$ cat config.mk
export PLATFORM = sky130hd
export DESIGN_NAME = uart_rx_cmd_ctrl
export DESIGN_NICKNAME = d
export VERILOG_FILES = /design/src/rtl/uart_rx_cmd_ctrl.sv
export SDC_FILE = /design/constraint.sdc
export NUM_CORES = 1
export LEC_CHECK = 0
export ABC_AREA = 0
export BUFFER_PORTS_ARGS = -buffer_cell sky130_fd_sc_hd__buf_2
export CAP_MARGIN = 20
export CORE_ASPECT_RATIO = 0.75
export CORE_MARGIN = 10
export CORE_UTILIZATION = 40
export CTS_CLUSTER_SIZE = 10
export DETAILED_ROUTE_END_ITERATION = 10
export GPL_TIMING_DRIVEN = 1
export PLACE_DENSITY_LB_ADDON = 0.25
export SLEW_MARGIN = 15
export SYNTH_ARGS = -nofsm -noshare
export SYNTH_HDL_FRONTEND = slang
export SYNTH_SLANG_ARGS = --single-unit
$ cat constraint.sdc
create_clock -name Clk -period 2.5 [get_ports Clk]
set_input_delay 0.5 -clock Clk [delete_from_list [all_inputs] [get_ports Clk]]
set_output_delay 0.5 -clock Clk [all_outputs]
set_load 0.01 [all_outputs]
$ cat src/rtl/uart_rx_cmd_ctrl.sv
// uart_rx_cmd_ctrl: turns the UART receiver byte stream into register-write
// commands. A frame is HEADER, addr, data and, when UART_CMD_CHKSUM_EN is
// defined, a checksum byte equal to (addr + data) mod 256.
//
// Optional feature macro: UART_CMD_CHKSUM_EN (adds the CHK state and compare).
//
// Ports:
//   Clk        system clock
//   Reset      synchronous, active-high reset
//   Rx_Data    received byte, valid while Rx_Done=1
//   Rx_Done    one-cycle byte-valid pulse from the receiver
//   Wr_En      one-cycle register-write strobe
//   Wr_Addr    write address, held until the next write
//   Wr_Data    write data, held until the next write
//   Frame_Err  one-cycle pulse on checksum mismatch or inter-byte timeout
//   Busy       frame in progress (state != IDLE), combinational
//   Frame_Cnt  completed writes, wraps
//   Err_Cnt    Frame_Err pulses, saturates at 255
module uart_rx_cmd_ctrl #(
    parameter logic [7:0]  HEADER      = 8'h55,
    parameter int unsigned TIMEOUT_CYC = 17360,
    parameter int unsigned CNT_W       = 16
) (
    input  logic             Clk,
    input  logic             Reset,
    input  logic [7:0]       Rx_Data,
    input  logic             Rx_Done,
    output logic             Wr_En,
    output logic [7:0]       Wr_Addr,
    output logic [7:0]       Wr_Data,
    output logic             Frame_Err,
    output logic             Busy,
    output logic [CNT_W-1:0] Frame_Cnt,
    output logic [7:0]       Err_Cnt
);

    localparam int unsigned TMR_W = $clog2(TIMEOUT_CYC + 1);

    localparam logic [1:0] IDLE = 2'd0;
    localparam logic [1:0] ADDR = 2'd1;
    localparam logic [1:0] DATA = 2'd2;
`ifdef UART_CMD_CHKSUM_EN
    localparam logic [1:0] CHK  = 2'd3;
`endif

    logic [1:0]       state, state_nxt;
    logic [7:0]       addr_r, addr_nxt;
    logic [7:0]       data_r, data_nxt;
    logic [TMR_W-1:0] tmr, tmr_nxt;
    logic             commit_c;
    logic             err_c;
    logic             tmo_c;

    assign Busy = (state != IDLE);

    // A byte arriving on the terminal-count cycle wins over the timeout.
    assign tmo_c = (state != IDLE) && !Rx_Done && (tmr == TMR_W'(TIMEOUT_CYC - 1));

    // Next-state, byte capture and commit/error decisions.
    always_comb begin
        state_nxt = state;
        addr_nxt  = addr_r;
        data_nxt  = data_r;
        commit_c  = 1'b0;
        err_c     = 1'b0;
        tmr_nxt   = tmr + TMR_W'(1);

        case (state)
            IDLE: begin
                if (Rx_Done && (Rx_Data == HEADER)) begin
                    state_nxt = ADDR;
                end
            end
            ADDR: begin
                if (Rx_Done) begin
                    addr_nxt  = Rx_Data;
                    state_nxt = DATA;
                end
            end
            DATA: begin
                if (Rx_Done) begin
                    data_nxt  = Rx_Data;
`ifdef UART_CMD_CHKSUM_EN
                    state_nxt = CHK;
`else
                    commit_c  = 1'b1;
                    state_nxt = IDLE;
`endif
                end
            end
`ifdef UART_CMD_CHKSUM_EN
            CHK: begin
                if (Rx_Done) begin
                    if (Rx_Data == 8'(addr_r + data_r)) begin
                        commit_c = 1'b1;
                    end else begin
                        err_c = 1'b1;
                    end
                    state_nxt = IDLE;
                end
            end
`endif
            default: state_nxt = IDLE;
        endcase

        if (tmo_c) begin
            err_c     = 1'b1;
            state_nxt = IDLE;
        end

        if (Rx_Done || (state == IDLE) || tmo_c) begin
            tmr_nxt = '0;
        end
    end

    // State, timer, registered outputs and counters.
    always_ff @(posedge Clk) begin
        if (Reset) begin
            state     <= IDLE;
            addr_r    <= '0;
            data_r    <= '0;
            tmr       <= '0;
            Wr_En     <= 1'b0;
            Wr_Addr   <= '0;
            Wr_Data   <= '0;
            Frame_Err <= 1'b0;
            Frame_Cnt <= '0;
            Err_Cnt   <= '0;
        end else begin
            state     <= state_nxt;
            addr_r    <= addr_nxt;
            data_r    <= data_nxt;
            tmr       <= tmr_nxt;
            Wr_En     <= commit_c;
            Frame_Err <= err_c;
            if (commit_c) begin
                Wr_Addr   <= addr_nxt;
                Wr_Data   <= data_nxt;
                Frame_Cnt <= Frame_Cnt + CNT_W'(1);
            end
            if (err_c && (Err_Cnt != 8'hFF)) begin
                Err_Cnt <= Err_Cnt + 8'd1;
            end
        end
    end

endmodule

After elaboration in Yosys (flattened, before gate mapping)

Index checks and enable logic that the tools add are counted.

Bits in read-only memories: 0
Memories: 0
Register bits: 75
Output and inout port bits: 43
RAM bits: 0
Input bits: 11
Logic and storage cells: 44
Latch bits: 0

Shift-type cells: 0
Magnitude comparators: 0
Reductions and logical operators: 12
$mul: 0
Div/mod/pow operators: 0
Add/sub/neg operators: 3
Muxes and demuxes: 11
Equality and inequality tests: 8
Bitwise logic cells: 0

Operators by type and width:

| cell                                                                  | number |
|---|---|
| 8-bit two-way mux                                                     | 4 |
| 16-bit by 1-bit adder with 16-bit output, second input constant       | 1 |
| 15-bit by 1-bit adder with 15-bit output, second input constant       | 1 |
| 15-bit equality test, second input constant                           | 1 |
| 8-bit by 1-bit adder with 8-bit output, second input constant         | 1 |
| 8-bit by 7-bit equality test with 1-bit output, second input constant | 1 |
| 8-bit inequality test, second input constant                          | 1 |
| 2-bit two-way mux                                                     | 3 |
| 2-bit inequality test, second input constant                          | 3 |
| 2-bit case mux with 3 select lines                                    | 1 |
| 1-bit logical AND                                                     | 4 |
| 2-bit OR reduction                                                    | 2 |
| 1-bit two-way mux                                                     | 3 |
| 3-bit AND reduction                                                   | 1 |
| 2-bit by 1-bit equality test with 1-bit output, second input constant | 1 |
| 2-bit equality test, second input constant                            | 1 |
| 2-bit logical NOT                                                     | 1 |
| 1-bit logical OR                                                      | 2 |
| 2-bit nonzero test                                                    | 1 |
| 1-bit logical NOT                                                     | 1 |

Longest topological paths before layout

Gate-level depths: netlist of run 1.

Depth in word-level cells: 5
Gate-level depth with buffers: 7
Mapped depth without buffers: 5

Worst setup path before layout of run 1

OpenSTA, ideal clock, no wires.

Path kind: reg-to-reg
Start point: register tmr[12]
End point: register Err_Cnt[2]
Path slack: 310 ps
Stages on the path, launching flop included: 6
Data arrival time: 2119 ps
Setup time: 70 ps
Period minus slack after synthesis: 2190 ps
Path buffers: 1
Required time: 2430 ps
Cells stage by stage: dfxtp_1 -> or4b_4 -> or4_4 -> buf_6 -> or4_1 -> a21oi_1

Cells in the longest elaborated chain, start to end: 4

Ends and longest elaborated chain:

| element                | RTL line | RTL |
|---|---|---|
| from (decl)            | 49       | `logic [TMR_W-1:0] tmr, tmr_nxt;` |
| from (signal assigned) | 133      | `tmr <= tmr_nxt;` |
| 15-bit equality test   | 57       | `assign tmo_c = (state != IDLE) && !Rx_Done && (tmr == TMR_W'(TIMEOUT_CYC - 1));` |
| 1-bit logical AND      | 57       |  |
| 1-bit two-way mux      | 106      | `if (tmo_c) begin` |
| 1-bit logical AND      | 141      | `if (err_c && (Err_Cnt != 8'hFF)) begin` |
| to (signal assigned)   | 142      | `Err_Cnt <= Err_Cnt + 8'd1;` |
| to (decl)              | 34       | `output logic [7:0] Err_Cnt` |

No other way between the ends.
A chain may end at the register's enable or synchronous reset.

Final worst setup path of run 1

Start point: register tmr[12]
End point: register Err_Cnt[3]

Same word-level chain as after synthesis.

==> results of run 1 <==
-- cell type report --
cell class                 instances  area share [%]
clock buffer                       9           3.659
clock inverter                     7           2.033
timing repair buffer              59           9.165
multi-input combinational        241           41.57
tap                               98           3.622
inverter                           3          0.3326
sequential                        67           39.62
-- registers in the layout, summed over array words and instances (netlist names) --
name,cells
Wr_Addr,8
Frame_Cnt,16
tmr,15
state,2
Wr_Data,8
Wr_En,1
addr_r,8
Err_Cnt,8
Frame_Err,1
-- cells in the final DEF (no fill, tap or decap), types with 3 or more instances in the layout --
| master | Yosys | final |
|---|---|---|
| sky130_fd_sc_hd__clkbuf_8 | 0 | 9 |
| sky130_fd_sc_hd__nor2_1 | 38 | 38 |
| sky130_fd_sc_hd__xor2_1 | 11 | 11 |
| sky130_fd_sc_hd__a21oi_1 | 30 | 30 |
| sky130_fd_sc_hd__nor4_1 | 3 | 3 |
| sky130_fd_sc_hd__dfxtp_1 | 67 | 67 |
| sky130_fd_sc_hd__nor3_1 | 8 | 8 |
| sky130_fd_sc_hd__mux2i_1 | 8 | 8 |
| sky130_fd_sc_hd__nand4_1 | 11 | 11 |
| sky130_fd_sc_hd__o21ai_0 | 8 | 8 |
| sky130_fd_sc_hd__xnor2_1 | 9 | 9 |
| sky130_fd_sc_hd__inv_1 | 3 | 3 |
| sky130_fd_sc_hd__buf_2 | 0 | 53 |
| sky130_fd_sc_hd__and3_1 | 6 | 6 |
| sky130_fd_sc_hd__or4_1 | 3 | 3 |
| sky130_fd_sc_hd__clkinv_2 | 0 | 3 |
| sky130_fd_sc_hd__or3_1 | 5 | 5 |
| sky130_fd_sc_hd__nand2_1 | 44 | 44 |
| sky130_fd_sc_hd__ha_1 | 3 | 3 |
| sky130_fd_sc_hd__o31ai_1 | 3 | 3 |
| sky130_fd_sc_hd__buf_4 | 0 | 6 |
| sky130_fd_sc_hd__nand3_1 | 17 | 17 |
| sky130_fd_sc_hd__and4_1 | 3 | 3 |
-- per-stage QoR --
step / area [um2] / power [mW] / hold slack [ns] / setup slack [ns]
2_1_floorplan: 2835 / 1.110 / 0.4260 / 0.3104
3_3_place_gp: 3193 / 1.126 / 0.4351 / 0.2974
3_5_place_dp: 3193 / 1.126 / 0.4439 / 0.2841
4_1_cts: 3386 / 2.006 / 0.3920 / 0.2652
5_1_grt: 3386 / 2.058 / 0.3967 / 0.1688
6_report: 3386 / 1.976 / 0.4109 / 0.2728
-- worst max-delay path: cells and delay by family, from the launching register on --
kind	cells	cell delay (ns)
AO/OA/AOI/OAI	1	0.14
AND/OR/NAND/NOR	3	1.70
flip-flops	1	0.34
-- worst max-delay path by stage --
stage / startpoint / to / slack, ns
2_1_floorplan: tmr[12]$_SDFF_PP0_ / Err_Cnt[2]$_SDFFE_PP0P_ / 0.31
3_3_place_gp: tmr[12]$_SDFF_PP0_ / Err_Cnt[3]$_SDFFE_PP0P_ / 0.30
3_5_place_dp: tmr[12]$_SDFF_PP0_ / Err_Cnt[3]$_SDFFE_PP0P_ / 0.28
4_1_cts: tmr[12]$_SDFF_PP0_ / Err_Cnt[3]$_SDFFE_PP0P_ / 0.27
5_1_grt: tmr[12]$_SDFF_PP0_ / Err_Cnt[3]$_SDFFE_PP0P_ / 0.17
6_report: tmr[12]$_SDFF_PP0_ / Err_Cnt[3]$_SDFFE_PP0P_ / 0.27
-- logic make-up (layout without fill, tap and decap cells) --
family                   count (synthesis)  count (layout)  synth area share (%)
AO/OA/AOI/OAI                           51              51                 10.42
XOR/XNOR                                20              20                 6.178
adder cells (fa/ha/maj)                  3               3                 1.324
buffers and inverters                   21              78                 3.045
flip-flops                              67              67                 47.31
multiplexers                            10              10                 3.619
AND/OR/NAND/NOR                        157             157                 28.11
-- power by group --
part,total (mW),switching (mW),leakage [nW],internal [mW]
Combinational,0.0349,0.0233,0.733,0.0115
Clock,0.874,0.418,0.0950,0.456
Sequential,1.07,0.000139,0.539,1.07
Total,1.98,0.442,1.37,1.53
-- per-layer routing --
layer | up-vias | part of all wire (%) | GRT usage [%]
met5 | - | 0 | 0
met4 | 0 | 0.78 | 4.928
met1 | 1135 | 49 | 15.93
met3 | 4 | 8.1 | 5.996
met2 | 56 | 42 | 17.80
li1 | 1267 | - | -
==> PnR_summary.wiki, run 1 <==
{| class="wikitable"
! Metric !! Value
|-
| Number of clock sinks || 67
|-
| Post-placement cell count || 468
|-
| Initial core utilization || roughly two fifths
|-
| Number of nets in the finished design || 395
|-
| Warnings, synthesis || 0
|-
| Worst-Skew Late Latency || around 0.34 ns
|-
| Worst slew margin relative to its limit || 51.60%
|-
| Count of inserted antenna diode cells || 0
|-
| First-pass GRT wire length || 10980 um
|-
| Yosys cell types || 44
|-
| # Max-Cap Violations || 0
|-
| Endpoints failing hold || 0
|-
| Setup-violating endpoint count in the final report || 0
|-
| Vias in the first global route || 2338
|-
| Total of fill cells in the finished design || 693
|-
| CP arrival || 2.51 ns
|-
| Die extent in y || approximately 93 um
|-
| Crit path cell chain || or4b_4 > or4_4 > or4_1 > a21oi_1
|-
| Placer Congestion || 0.8039
|-
| Reg2reg end || Err_Cnt[3]$_SDFFE_PP0P_
|-
| Buffers on Ports || 53
|-
| Area of the core || 0.006864 mm2
|-
| Maximum number of pins on one net before global-route repair || 31
|-
| Via total after detailed routing || 2462
|-
| Total area of multi-input combinational cells || 0.001408 mm2
|-
| Std cell rows || 26
|-
| Mapped Cells || about 330
|-
| Share of layout cells above drive strength 1 || 22.54%
|-
| Main flop type after synthesis || sky130_fd_sc_hd__dfxtp_1
|-
| Routed wire length || 6573 um
|-
| Asr flop ratio synth || 0%
|-
| Run status || complete, no violations
|-
| Kind of start point of the critical path || register
|-
| Clock Path Buffers || 2
|-
| Power density over the cells || a little under 600 mW/mm2
|-
| Number of non-filler instances in the completed layout || 484
|-
| DIE AREA || 0.01089 mm2
|-
| Synth Net Count || 343
|-
| Final-layout setup total negative slack || 0 ns
|-
| Combined area of all synthesized cells || 0.002835 mm2
|-
| Slew at the pin closest to its max-slew limit || 0.7239 ns
|-
| Leading cell types by total area after synthesis || sky130_fd_sc_hd__dfxtp_1, sky130_fd_sc_hd__nand2_1, sky130_fd_sc_hd__a21oi_1
|-
| Synth-to-layout area growth || 19.42%
|-
| Post-Route Utilization || 49.33%
|-
| Number of gates resized after CTS || 0
|-
| Maximum vdd drop || 0.0002881 V
|-
| Leakage power summed over all cells || 1.368 nW
|-
| Startpoint of the worst register-to-register path || tmr[12]$_SDFF_PP0_
|-
| Sequential share of the synthesized area || ~47%
|-
| Depth of the worst hold-timing path || 3
|-
| Type of the tightest min-delay check || in -> reg
|-
| TritonCTS clock tree || built
|-
| Fraction of synthesized cell area taken by the top area cell type || approximately 47%
|-
| H-tree depth || 3
|-
| Antenna violations before repair || 0
|-
| R2r worst-path depth || 4
|-
| Startpoint of the worst hold path || Rx_Data[1]
|-
| Number of I/O pins || 54
|-
| Library cell contributing the largest single delay on the critical path || sky130_fd_sc_hd__or4_4
|-
| Data required time at the worst endpoint || about 2.8 ns
|-
| DRT iter0 DRCs || 138
|-
| Final critical-path required period || 2.227 ns
|-
| Count of TritonRoute iterations in the first routing pass || 4
|-
| Overall overflow remaining after global route || 0
|-
| Register Area || 0.001341 mm2
|-
| Worst reg2reg setup slack || between 0.2 and 0.3 ns
|-
| Setup repair after global routing missed its margin || no
|-
| Post-CTS Hold Fix Bufs || 0
|-
| Die outline width || about 120 um
|-
| Critical path fanouts, max || 11
|-
| Clock input transition at the sequential cells of the worst setup and hold paths || 0.07 ns
|-
| Post-CTS setup buffer count || 0
|-
| Max Clock Skew || 0.007382 ns
|-
| Root Driver || sky130_fd_sc_hd__clkbuf_8
|-
| GRT Resource Usage Total || roughly 13%
|-
| Routed WL per cell || 13.58 um
|-
| Most frequent cells after synthesis || sky130_fd_sc_hd__dfxtp_1, sky130_fd_sc_hd__nand2_1, sky130_fd_sc_hd__nor2_1
|-
| Half-perimeter wire length after placement || roughly 4700 um
|-
| Avg Cell Area, Syn || between 8 and 9 um2
|-
| Crit share post-route || 89.09%
|-
| CTS buffer count || 9
|-
| Crit path kind || reg -> reg
|-
| Count of flip-flops with a built-in enable after synthesis || 0
|-
| Fin. max-slew vios || 0
|-
| # DRC || 0
|-
| Cell with the most instances after synthesis || sky130_fd_sc_hd__dfxtp_1
|-
| Crit path capture type || register
|-
| Worst hold endpoint || Wr_Data[1]$_SDFFE_PP0P_
|-
| Post-synthesis sequential element count || 67
|-
| Via count normalized by instance count || between 5 and 6
|-
| Post-synth top area cell || sky130_fd_sc_hd__dfxtp_1
|-
| Delay of the slowest cell on the worst path || about 0.62 ns
|-
| Fmax || 449.0 MHz
|-
| Remaining antenna violation count || 0
|}
(Power assumes the default switching activity.)
==> inputs of run 2 (changes only) <==
--- a/config.mk
+++ b/config.mk
@@ -8,13 +8,14 @@
 export ABC_AREA = 0
 export BUFFER_PORTS_ARGS = -buffer_cell sky130_fd_sc_hd__buf_2
 export CAP_MARGIN = 20
+export CELL_PAD_IN_SITES_DETAIL_PLACEMENT = 1
+export CELL_PAD_IN_SITES_GLOBAL_PLACEMENT = 1
 export CORE_ASPECT_RATIO = 0.75
 export CORE_MARGIN = 10
 export CORE_UTILIZATION = 40
-export CTS_CLUSTER_SIZE = 10
 export DETAILED_ROUTE_END_ITERATION = 10
 export GPL_TIMING_DRIVEN = 1
-export PLACE_DENSITY_LB_ADDON = 0.25
+export PLACE_DENSITY_LB_ADDON = 0.15
 export SLEW_MARGIN = 15
 export SYNTH_ARGS = -nofsm -noshare
 export SYNTH_HDL_FRONTEND = slang
==> PnR_summary.wiki, run 2 (synthesized netlist as in run 1, its figures left out) <==
{| class="wikitable"
! Metric !! Value
|-
| Die outline width || 117.2 um
|-
| Routed WL per cell || approximately 16 um
|-
| Number of non-filler instances in the completed layout || 483
|-
| Maximum number of pins on one net before global-route repair || 44
|-
| Clock input transition at the sequential cells of the worst setup and hold paths || 0.08 ns
|-
| Worst-Skew Late Latency || 0.34 ns
|-
| Count of inserted antenna diode cells || 0
|-
| Data required time at the worst endpoint || 2.77 ns
|-
| TritonCTS clock tree || built
|-
| Vias in the first global route || 2738
|-
| Post-placement cell count || 467
|-
| Antenna violations before repair || 0
|-
| Via count normalized by instance count || 5.232
|-
| Critical path fanouts, max || 11
|-
| Post-placement worst setup slack || ~0.24 ns
|-
| Initial core utilization || 41.31%
|-
| Remaining antenna violation count || 0
|-
| DIE AREA || 0.01089 mm2
|-
| Kind of cell with the highest combined delay on the critical path || simple AND/OR/NAND/NOR gates
|-
| Area of the core || 0.006864 mm2
|-
| Reg with most FFs || Frame_Cnt
|-
| Via total after detailed routing || around 2500
|-
| Die extent in y || 92.91 um
|-
| CTS buffer count || 9
|-
| Setup repair after global routing missed its margin || no
|-
| CP arrival || 2.56 ns
|-
| Kind of start point of the critical path || register
|-
| Crit share post-route || 91.33%
|-
| Worst path buffer plus inverter count || 0
|-
| Post-CTS Hold Fix Bufs || 0
|-
| Run status || complete, no violations
|-
| Count of TritonRoute iterations in the first routing pass || 4
|-
| Leading cell type in the layout, fill and taps excluded || sky130_fd_sc_hd__dfxtp_1
|-
| DRT iter0 DRCs || 128
|-
| # DRC || 0
|-
| Post-CTS setup buffer count || 0
|-
| Highest-count cells in the layout ignoring fill and taps || sky130_fd_sc_hd__dfxtp_1, sky130_fd_sc_hd__buf_2, sky130_fd_sc_hd__nand2_1
|-
| Type of the tightest min-delay check || in -> reg
|-
| Number of I/O pins || 54
|-
| Routed wire length || 7698 um
|-
| Endpoints failing hold || 0
|-
| Fmax || 438.0 MHz
|-
| Delay of the slowest cell on the worst path || roughly 0.62 ns
|-
| Worst slew margin relative to its limit || a little over half
|-
| Power density over the cells || 646.7 mW/mm2
|-
| H-tree depth || 3
|-
| Flip-flop count of the largest register, all copies and words added || 16
|-
| Power Total || 2.220 mW
|-
| Clock Path Buffers || 2
|-
| Std cell rows || 26
|-
| Share of layout cells above drive strength 1 || approximately 22%
|-
| Registers with the highest flip-flop counts || Frame_Cnt: 16 flops, tmr: 15 flops
|-
| Final critical-path required period || 2.283 ns
|-
| # Max-Cap Violations || 0
|-
| Slew at the pin closest to its max-slew limit || 0.6899 ns
|-
| Number of nets in the finished design || 394
|-
| Final worst slack || 0.2167 ns
|-
| Final-layout setup total negative slack || 0 ns
|-
| First-pass GRT wire length || 13570 um
|-
| Library cell contributing the largest single delay on the critical path || sky130_fd_sc_hd__or4_4
|-
| Leakage power summed over all cells || 1.388 nW
|-
| Number of clock sinks || 67
|-
| Overall overflow remaining after global route || 0
|-
| Crit path cell chain || or4b_4 > or4_4 > or4_1 > a21oi_1
|-
| Max Clock Skew || a little over 0.009 ns
|-
| Setup-violating endpoint count in the final report || 0
|-
| Number of gates resized after CTS || 0
|-
| Crit path kind || reg -> reg
|-
| Synth-to-layout area growth || 21.09%
|-
| Maximum vdd drop || 0.0002827 V
|-
| Buffers on Ports || 53
|-
| Crit path capture type || register
|-
| GRT Resource Usage Total || ~15%
|-
| Placer Congestion || 0.7685
|-
| Half-perimeter wire length after placement || 5619 um
|-
| Root Driver || sky130_fd_sc_hd__clkbuf_8
|-
| Fin. max-slew vios || 0
|}
run 2: cell count changes in the layout (fill, tap and decap cells not counted), sizes merged:
cell / previous run / this run
buf: 59 / 58
bufinv: 1 / 3
clkinv: 4 / 1
clkinvlp: 2 / 1
inv: 3 / 5
run 2: per-layer routing:
layer	vias up	wire (um)	global-route usage [%]
li1	1253	-	-
met2	50	3684	25.00
met4	0	29	3.491
met1	1222	3496	18.54
met5	-	0	0
met3	2	488	6.254
run 2: power breakdown:
part | internal [mW] | total (mW) | switching [mW] | leakage [nW]
Sequential | 1.07 | 1.07 | 0.000148 | 0.539
Clock | 0.671 | 1.12 | 0.448 | 0.120
Combinational | 0.0105 | 0.0345 | 0.0240 | 0.729
run 2: area by class of cell:
| type | count | area [um2] |
|---|---|---|
| clock buffers | 9 | 123.9 |
| clock inverters | 7 | 123.9 |
| fillers | 834 | 3431 |
| inverters | 3 | 11.26 |
| multi-input cells | 241 | 1408 |
| flip-flops and latches | 67 | 1341 |
| well taps | 98 | 122.6 |
| repair buffers | 58 | 302.8 |
run 2: path summary, 6_finish.rpt:
check / start / end / slack (ns) / cells past startpoint
min reg2reg: Wr_Data[6]$_SDFFE_PP0P_ / Wr_Data[6]$_SDFFE_PP0P_ / 0.45 / 2
max reg2reg: tmr[12]$_SDFF_PP0_ / Err_Cnt[3]$_SDFFE_PP0P_ / 0.22 / 4
max: tmr[12]$_SDFF_PP0_ / Err_Cnt[3]$_SDFFE_PP0P_ / 0.22 / 4
min: Rx_Data[1] / Wr_Data[1]$_SDFFE_PP0P_ / 0.42 / 3
run 2: worst reg2reg max path, delay by kind of cell, from the launching register on:
kind	cells	cell delay, ns
simple gates	3	1.71
compound gates	1	0.15
flops	1	0.36
run 2: through the flow:
stage	utilization, %	hold slack [ns]	instance area (um2)
final	50.02	0.4184	3433
after global routing	50.02	0.3894	3433
after CTS	50.02	0.3974	3433
after detailed placement	46.41	0.4451	3186
after global placement	46.41	0.4354	3186
after floorplan	-	0.4260	2835
==> inputs of run 3 (changes only) <==
--- a/config.mk
+++ b/config.mk
@@ -5,7 +5,7 @@
 export SDC_FILE = /design/constraint.sdc
 export NUM_CORES = 1
 export LEC_CHECK = 0
-export ABC_AREA = 0
+export ABC_AREA = 1
 export BUFFER_PORTS_ARGS = -buffer_cell sky130_fd_sc_hd__buf_2
 export CAP_MARGIN = 20
 export CELL_PAD_IN_SITES_DETAIL_PLACEMENT = 1
==> PnR_summary.wiki, run 3 <==
{| class="wikitable"
! Metric !! Value
|-
| GRT Resource Usage Total || 14.67%
|-
| Count of TritonRoute iterations in the first routing pass || 5
|-
| Startpoint of the worst register-to-register path || tmr[0]$_SDFF_PP0_
|-
| Post-Route Utilization || 48.18%
|-
| Asr flop ratio synth || 0%
|-
| First-pass GRT wire length || about 14000 um
|-
| Simple-Gate Fraction of Synth Area || between 30% and 40%
|-
| Die outline width || around 120 um
|-
| H-tree depth || 3
|-
| Yosys cell types || 34
|-
| Reg with most FFs || Frame_Cnt
|-
| Detailed-routing wirelength on met1 || around 3800 um
|-
| Synth Net Count || 420
|-
| Number of nets in the finished design || ~470
|-
| Maximum number of pins on one net before global-route repair || 27
|-
| Share of the synthesized area in compound gates (AO/OA/AOI/OAI) || 10.63%
|-
| Run status || complete, no violations
|-
| Wire length on met3 || 455 um
|-
| Synth-to-layout area growth || 17.29%
|-
| Fmax || 581.3 MHz
|-
| Routed wire length || between 8000 and 9000 um
|-
| Final-layout setup total negative slack || 0 ns
|-
| Worst-Skew Late Latency || 0.35 ns
|-
| Via count normalized by instance count || roughly 5
|-
| Main flop type after synthesis || sky130_fd_sc_hd__dfxtp_1
|-
| Crit path kind || reg -> reg
|-
| Routed met2 length || ~3800 um
|-
| Post-CTS setup buffer count || 0
|-
| Max Clock Skew || around 0.011 ns
|-
| Crit path capture type || register
|-
| Power density over the cells || 540.1 mW/mm2
|-
| Crit path cell chain || ha_1 > nand2_1 > nor2_1 > nand2_1 > inv_1 > nand2_2 > nand3_4 > nor3b_1
|-
| Vias in the first global route || 2871
|-
| Main combinational cell family by area after synthesis || simple AND/OR/NAND/NOR gates
|-
| TritonCTS clock tree || built
|-
| Area of the core || 0.007365 mm2
|-
| Routed WL per cell || 14.17 um
|-
| Fin. max-slew vios || 0
|-
| Fraction of synthesized cell area taken by the top area cell type || 44.33%
|-
| Cell with the most instances after synthesis || sky130_fd_sc_hd__nand2_1
|-
| Highest-count cells in the layout ignoring fill and taps || sky130_fd_sc_hd__nand2_1, sky130_fd_sc_hd__dfxtp_1, sky130_fd_sc_hd__nor2_1
|-
| Library cell contributing the largest single delay on the critical path || sky130_fd_sc_hd__dfxtp_1
|-
| Total of fill cells in the finished design || 968
|-
| Cell repeated most along the worst path || sky130_fd_sc_hd__nand2_1
|-
| Worst slew margin relative to its limit || 65.68%
|-
| Leading cell types by total area after synthesis || sky130_fd_sc_hd__dfxtp_1, sky130_fd_sc_hd__nand2_1, sky130_fd_sc_hd__nor2_1
|-
| Data required time at the worst endpoint || 2.76 ns
|-
| Post-synth top area cell || sky130_fd_sc_hd__dfxtp_1
|-
| Crit share post-route || 68.81%
|-
| Number of clock sinks || 67
|-
| Leading cell type in the layout, fill and taps excluded || sky130_fd_sc_hd__nand2_1
|-
| Avg Cell Area, Syn || around 7.5 um2
|-
| Type of the tightest min-delay check || in -> reg
|-
| Overall overflow remaining after global route || 0
|-
| Post-synthesis sequential element count || 67
|-
| CP arrival || 1.98 ns
|-
| # Max-Cap Violations || 0
|-
| Setup repair after global routing missed its margin || no
|-
| Worst reg2reg setup slack || 0.78 ns
|-
| Critical path fanouts, max || 15
|-
| Delay of the slowest cell on the worst path || 0.34 ns
|-
| Kind of start point of the critical path || register
|-
| # DRC || 0
|-
| Adder and majority gate portion of the synthesized area || 1.241%
|-
| Root Driver || sky130_fd_sc_hd__clkbuf_8
|-
| Total area of multi-input combinational cells || 0.001465 mm2
|-
| Final worst slack || 0.7798 ns
|-
| Reg2reg end || tmr[2]$_SDFF_PP0_
|-
| Warnings, synthesis || 0
|-
| Mux contribution to synthesized area || 1.985%
|-
| Die extent in y || 95.32 um
|-
| Buffers on Ports || 53
|-
| Clock Path Buffers || 2
|-
| Most frequent cells after synthesis || sky130_fd_sc_hd__nand2_1, sky130_fd_sc_hd__dfxtp_1, sky130_fd_sc_hd__nor2_1
|-
| Flip-flop count of the largest register, all copies and words added || 16
|-
| Number of I/O pins || 54
|-
| Placer Congestion || just under 0.8
|-
| Endpoint of the worst setup timing path || tmr[2]$_SDFF_PP0_
|-
| Endpoints failing hold || 0
|-
| Leakage power summed over all cells || 1.499 nW
|-
| Highest routed layer || met4
|-
| Post-CTS Hold Fix Bufs || 0
|-
| Number of gates resized after CTS || 0
|-
| Clock input transition at the sequential cells of the worst setup and hold paths || ~0.080 ns
|-
| Count of inserted antenna diode cells || 0
|-
| Register Area || 0.001341 mm2
|-
| Parity-gate share of the synthesized area counting xor and xnor cells || 2.895%
|-
| Share of layout cells above drive strength 1 || 19.78%
|-
| Startpoint of the worst setup timing path || tmr[0]$_SDFF_PP0_
|-
| Half-perimeter wire length after placement || 6106 um
|-
| Std cell rows || 27
|-
| Via total after detailed routing || 2801
|-
| Combined area of all synthesized cells || 0.003025 mm2
|-
| Registers with the highest flip-flop counts || Frame_Cnt: 16 flops, tmr: 15 flops
|-
| Mapped Cells || 406
|-
| Slew at the pin closest to its max-slew limit || 0.5135 ns
|-
| Remaining antenna violation count || 0
|-
| Sequential share of the synthesized area || 44.33%
|-
| Antenna violations before repair || 0
|-
| Maximum vdd drop || 0.0002794 V
|-
| Setup-violating endpoint count in the final report || 0
|-
| Post-placement worst setup slack || 0.6320 ns
|-
| Final critical-path required period || 1.720 ns
|-
| DIE AREA || 0.01148 mm2
|-
| DRT iter0 DRCs || 125
|-
| Initial core utilization || between 40% and 50%
|-
| R2r worst-path depth || 8
|-
| CTS buffer count || 9
|-
| Count of flip-flops with a built-in enable after synthesis || 0
|}
-- run 3: layout make-up --
class                   instances  area share, %
inverters                      42          4.443
well taps                     101          3.561
flip-flops and latches         67          37.80
clock inverters                 7          1.516
multi-input cells             285          41.29
clock buffers                   9          3.491
repair buffers                 55          7.898
-- run 3: worst max-delay path: cells and delay by family (launching register included) --
| kind | cells | cell delay, ns |
|---|---|---|
| adders and majority gates | 1 | 0.24 |
| buffers and inverters | 1 | 0.10 |
| DFF | 1 | 0.34 |
| and+or+nand+nor | 6 | 0.95 |
-- run 3: how the worst min path moves through the flow --
stage,from,endpoint,slack (ns),cells past startpoint
2_1_floorplan,tmr[0]$_SDFF_PP0_,tmr[0]$_SDFF_PP0_,0.42,1
3_3_place_gp,tmr[0]$_SDFF_PP0_,tmr[0]$_SDFF_PP0_,0.43,1
3_5_place_dp,Wr_Data[4]$_SDFFE_PP0P_,Wr_Data[4]$_SDFFE_PP0P_,0.47,2
4_1_cts,Rx_Data[4],Wr_Data[4]$_SDFFE_PP0P_,0.40,3
5_1_grt,Rx_Data[2],Wr_Data[2]$_SDFFE_PP0P_,0.41,3
6_report,Rx_Data[4],Wr_Data[4]$_SDFFE_PP0P_,0.42,3
-- run 3: stage by stage --
stage	area [um2]	cells	power (mW)	hold slack, ns
2_1_floorplan	3025	406	1.112	0.4175
3_3_place_gp	3371	550	1.130	0.4309
3_5_place_dp	3371	550	1.130	0.4659
4_1_cts	3548	566	1.945	0.4020
5_1_grt	3548	566	2.001	0.4078
6_report	3548	566	1.917	0.4163
-- run 3: kinds of logic after synthesis --
| logic type | count (synthesis) |
|---|---|
| and+or+nand+nor | 208 |
| AOI/OAI and AO/OA | 58 |
| DFF | 67 |
| adders and majority gates | 3 |
| xor gates and xnor gates | 10 |
| buffers and inverters | 54 |
| muxes | 6 |
-- run 3: per-layer routing --
metal  vias to the layer above  track usage, %
li1                       1414               -
met1                      1338           17.71
met2                        44           24.55
met3                         5           5.254
met4                         0           3.607
met5                         -               0
-- run 3: where the power goes --
part / internal [mW] / switching, mW
Clock: 0.364 / 0.448
Combinational: 0.0117 / 0.0269
Sequential: 1.07 / 0.0000976
